==> src/rtl/fmap_reader.sv <==
// fmap_reader: streams packed BRAM32k feature-map words one byte per cycle,
// byte 0 first, through a 2-word prefetch FIFO.
module fmap_reader #(
   parameter int ADDR_W = 12,
   parameter int DATA_W = 64,
   parameter int RD_LAT = 1
) (
   input  logic              clk,
   input  logic              rst,
   input  logic              start,
   input  logic [ADDR_W-1:0] base_addr,
   input  logic [ADDR_W:0]   word_cnt,
   output logic              busy,
   output logic              done,
   output logic              en_BRAM32k,
   output logic [ADDR_W-1:0] addr_BRAM32k_1,
   input  logic [DATA_W-1:0] dout_BRAM32k_1,
   output logic [7:0]        byte_out,
   output logic              byte_valid,
   input  logic              byte_ready,
   output logic              byte_last
);
   localparam int NB = DATA_W / 8;
   localparam int IW = $clog2(NB);
   localparam logic [ADDR_W:0] CNT_ONE = (ADDR_W+1)'(1);
   localparam logic [IW-1:0] IDX_END = IW'(NB-1);

   typedef enum logic [1:0] {IDLE, RUN, ZERO, FIN} state_t;

   state_t            state;
   state_t            state_nx;
   logic [ADDR_W-1:0] addr_q;
   logic [ADDR_W:0]   issue_rem;
   logic [ADDR_W:0]   pop_rem;
   logic [RD_LAT-1:0] rd_vld;
   logic [DATA_W-1:0] fifo [2];
   logic              wr_ptr;
   logic              rd_ptr;
   logic [1:0]        occ;
   logic [1:0]        inflight;
   logic [2:0]        pend;
   logic [IW-1:0]     idx;
   logic [DATA_W-1:0] head;
   logic              accept;
   logic              cnt_nz;
   logic              issue;
   logic              ret;
   logic              hs;
   logic              pop;

   always_comb begin
      inflight = 2'd0;
      for (int i = 0; i < RD_LAT; i++) begin
         inflight = inflight + 2'(rd_vld[i]);
      end
   end

   assign pend   = {1'b0, occ} + {1'b0, inflight};
   assign cnt_nz = word_cnt != '0;
   assign accept = start & ~rst & (state == IDLE);
   // Reads in flight reserve their FIFO slot so a return never overflows.
   assign issue  = (accept & cnt_nz)
                 | ((state == RUN) & (issue_rem != '0) & (pend < 3'd2));
   assign ret    = rd_vld[RD_LAT-1];
   assign head   = fifo[rd_ptr];
   assign hs     = byte_valid & byte_ready;
   assign pop    = hs & (idx == IDX_END);

   assign byte_valid = occ != 2'd0;
   assign byte_out   = byte_valid ? head[{idx, 3'b000} +: 8] : 8'h00;
   assign byte_last  = byte_valid & (idx == IDX_END)
                     & (pop_rem == CNT_ONE);
   assign busy       = (state == RUN) | (state == ZERO);
   assign done       = state == FIN;
   assign en_BRAM32k = issue;
   assign addr_BRAM32k_1 = accept ? base_addr : addr_q;

   always_comb begin
      state_nx = state;
      unique case (state)
         IDLE: begin
            if (accept) state_nx = cnt_nz ? RUN : ZERO;
         end
         RUN: begin
            if (hs & byte_last) state_nx = FIN;
         end
         ZERO:    state_nx = FIN;
         FIN:     state_nx = IDLE;
         default: state_nx = IDLE;
      endcase
   end

   always_ff @(posedge clk) begin
      if (rst) begin
         state     <= IDLE;
         addr_q    <= '0;
         issue_rem <= '0;
         pop_rem   <= '0;
         rd_vld    <= '0;
         wr_ptr    <= 1'b0;
         rd_ptr    <= 1'b0;
         occ       <= 2'd0;
         idx       <= '0;
      end else begin
         state     <= state_nx;
         rd_vld[0] <= issue;
         for (int i = 1; i < RD_LAT; i++) begin
            rd_vld[i] <= rd_vld[i-1];
         end
         if (accept) begin
            addr_q    <= base_addr + ADDR_W'(cnt_nz);
            issue_rem <= word_cnt - (ADDR_W+1)'(cnt_nz);
            pop_rem   <= word_cnt;
            idx       <= '0;
         end else if (issue) begin
            addr_q    <= addr_q + 1'b1;
            issue_rem <= issue_rem - CNT_ONE;
         end
         if (pop) begin
            pop_rem <= pop_rem - CNT_ONE;
            rd_ptr  <= ~rd_ptr;
         end
         if (ret) wr_ptr <= ~wr_ptr;
         if (hs) idx <= idx + 1'b1;
         case ({ret, pop})
            2'b10:   occ <= occ + 2'd1;
            2'b01:   occ <= occ - 2'd1;
            default: occ <= occ;
         endcase
      end
   end

   always_ff @(posedge clk) begin
      if (ret) fifo[wr_ptr] <= dout_BRAM32k_1;
   end

endmodule

==> config.mk <==
export PLATFORM = sky130hd
export DESIGN_NAME = fmap_reader
export DESIGN_NICKNAME = d
export VERILOG_FILES = /design/src/rtl/fmap_reader.sv
export SDC_FILE = /design/constraint.sdc
export NUM_CORES = 1
export LEC_CHECK = 0
export CAP_MARGIN = 30
export CORE_MARGIN = 2
export CORE_UTILIZATION = 48
export DETAILED_ROUTE_END_ITERATION = 6
export PLACE_DENSITY_LB_ADDON = 0.15
export SLEW_MARGIN = 20
export SYNTH_ARGS = -nofsm -noshare
export SYNTH_HDL_FRONTEND = slang
export SYNTH_SLANG_ARGS = --single-unit
==> constraint.sdc <==
create_clock -name clk -period 4.9 [get_ports clk]
set_input_delay 0.49 -clock clk [delete_from_list [all_inputs] [get_ports clk]]
set_output_delay 0.49 -clock clk [all_outputs]
set_load 0.01 [all_outputs]
==> flow_summary.toml <==
[outcome]
status = "finished clean"

[synth]
synth-edff-count = 128
yosys-top-cells-area = "edfxtp_1 (47%), dfxtp_1 (12%), mux4_2 (8.8%)"
syn_area_sq_mm = 0.008160
synth_area_leader_cell = "edfxtp_1"
ys_warn_count = 0
synth_cells = 622
synth_nets = 730
synth.avg_cell_area_sq_um = 13.12
yosys.cell_types.count = 61
netlist.area_leader.share = 0.4710
synth_commonest_cells = "edfxtp_1 (128), nor2_1 (51), nand2_1 (50)"
ys_ff_latch = 177
synthArstFlopShare = 0
synth.most_common_cell = "edfxtp_1"
yosys_most_used_dff = "edfxtp_1"
ys_seq_area_frac = 0.5912

[drt]
drc = 0
ant_nets = 0
drt_iter0_markers = 413
routed_wl_mm = 17.46
dr.pass1.iters = 4
wl_per_cell_um = 18.02
viasPerCell = 5.595
vias = 5422

[cells_and_area]
fin_cells = 969
fin_util = 0.6127
nNetsFinal = 845
antenna_cells = 0
fillers = 1320
drive_gt1_frac = 0.1335
area_growth_syn_to_layout_pct = 24.52
design_area_sq_mm = 0.01016

[timing]
post-route-min-period_ns = 3.533
slew-limit-headroom = 0.4223
hold_viol = 0
rsz0062_at_grt = "false"
slew_violations = 0
finalSetupTns_ns = 0
worst_pin_slew_ns = 0.8665
setup_viol = 0
fin_skew_ns = 0.01004
fmax_mhz = 283.1
fin_ws_ns = 1.367
post-route-period-util = 0.7209

[worst_setup_path]
critPathMaxFanout = 34
cp_slowest_stage_delay_ns = 0.57
setup.worst_path.end_class = "output pin"
startpoint_type = "register"
crit_arrival_ns = 3.04
worst_path_most_repeated_cell = "ha_1"
r2r_setup_slack_ns = 1.92
critPathKind = "reg -> out"
critPathSlowestCell = "nor4_1"
cp_cell_sequence = "buf_4 > ha_1 > ha_1 > nand3b_1 > nor4_1 > and2_1 > clkdlybuf4s50_1"
cp.required_ns = 4.41

[floorplanning]
fp.dieH_um = 134.4
row_count = 47
start_util = 0.4921
die_w_um = 134.4
dieArea_sq_mm = 0.01806
ioPinCount = 118
core_sq_mm = 0.01658

[clock_network]
hold_buffers = 0
cts_sinks = 177
cts_resized = 0
cts-buffers-inserted = 17
cts_tree = "built"
cts_root_buf = "clkbuf_16"
cts_setup_buffers = 0
clock_latency_ns = 0.42
cts_buffer_depth = 2
clk_pin_slew_worst_paths_ns = 0.07
htreeDepth = 4

[global_route]
grt_pass1_vias = 5586
grt_first_pass_wirelength_mm = 28.22
grt_start_max_net_pins = 65
grt_use_total = 0.2024
antenna_found_initial = 0
grt.overflow.total = 0

[power_and_ir_drop]
p_leak_uw = 0.003340
power_density_mw_per_mm2 = 439.4
peakVddDrop_v = 0.0002955

[flow_run]
maxCapViolations = 0

[placed_design]
pre_cts_ws_ns = 1.398
dpl_cell_area_sq_mm = 0.009572
place_congestion = 0.8540
port_buffers = 117
place_inst = 938
hpwl_mm = 12.20

[min_path]
hp-class = "reg -> reg"
flip-flops by register name, summed over array words and instances, names as in the netlist, named ones only:
name,flops
rd_vld,1
idx,3
state,2
wr_ptr,1
rd_ptr,1
occ,2
pop_rem,13
fifo,128
addr_q,12
issue_rem,13
worst paths after layout:
path              startpoint           to  cells after the start
setup / recovery      idx[1]    byte_last                      7
setup reg to reg      idx[1]  pop_rem[11]                      9
hold / removal        rd_ptr       rd_ptr                      2
hold reg to reg       rd_ptr       rd_ptr                      2
worst max-delay path: cells and delay by family (launching register included):
kind	cells	cell delay [ns]
buffers and inverters	2	0.96
flip-flops	1	0.31
adder cells (fa/ha/maj)	2	0.45
AND/OR/NAND/NOR	3	0.90
power by group:
part / switching, uW / internal (uW) / leakage (uW)
clock: 619 / 728 / 0.000285
sequential: 125 / 1840 / 0.00157
combinational: 623 / 527 / 0.00149
total: 1370 / 3100 / 0.00334
per-stage QoR:
stage	power, uW	hold slack, ns
floorplan	2732	0.4813
global placement	3103	0.4945
detailed placement	3155	0.5041
CTS	4510	0.5264
global route	4699	0.5419
finish	4465	0.5187
layout by cell type, fill, tap and decap left out, types with 3 or more instances in the layout:
cell	instances
inv_8	6
a22oi_1	3
or4_1	7
o21ai_0	8
or4_4	4
nor4_1	15
edfxtp_1	128
mux4_2	32
nand3b_1	3
ha_1	15
o22ai_1	10
dfxtp_1	48
a21oi_1	10
xnor2_1	25
nand4_1	6
a211oi_1	22
nand2_1	50
xor2_1	14
clkdlybuf4s50_1	117
a31oi_1	5
or2_2	4
nor2b_1	3
and3_1	4
nor2_1	50
nand3_1	17
clkbuf_16	17
buf_4	9
nor4b_1	3
inv_1	16
a311oi_1	3
nor3_1	20
mux2i_1	18
and2_1	3
or3_1	6
nor2_4	3
inv_6	3
cell type report:
type / count / area, sq um / share of cell area
well taps: 220 / 275.3 / 0.02709
flip-flops and latches: 177 / 4826 / 0.4749
repair buffers: 127 / 1259 / 0.1239
multi-input cells: 398 / 3152 / 0.3102
clock inverters: 14 / 163.9 / 0.01613
inverters: 16 / 60.06 / 0.005911
clock buffers: 17 / 425.4 / 0.04187
metal layers:
metal / global-route usage / vias up / share of wire
met3: 0.07029 / 16 / 0.068
met1: 0.2528 / 2652 / 0.42
met5: 0 / - / 0
met2: 0.3367 / 125 / 0.50
met4: 0.05614 / 0 / 0.012
li1: - / 2629 / -
cells by family (layout without fill, tap and decap cells):
logic type,after synthesis,count (layout),synth area share
and+or+nand+nor,210,210,0.1357
DFF,177,177,0.5912
AOI/OAI and AO/OA,82,82,0.07145
muxes,52,52,0.1132
buffers and inverters,47,174,0.02361
xor gates and xnor gates,39,39,0.04186
adders and majority gates,15,15,0.02300
(Power assumes the default switching activity.)
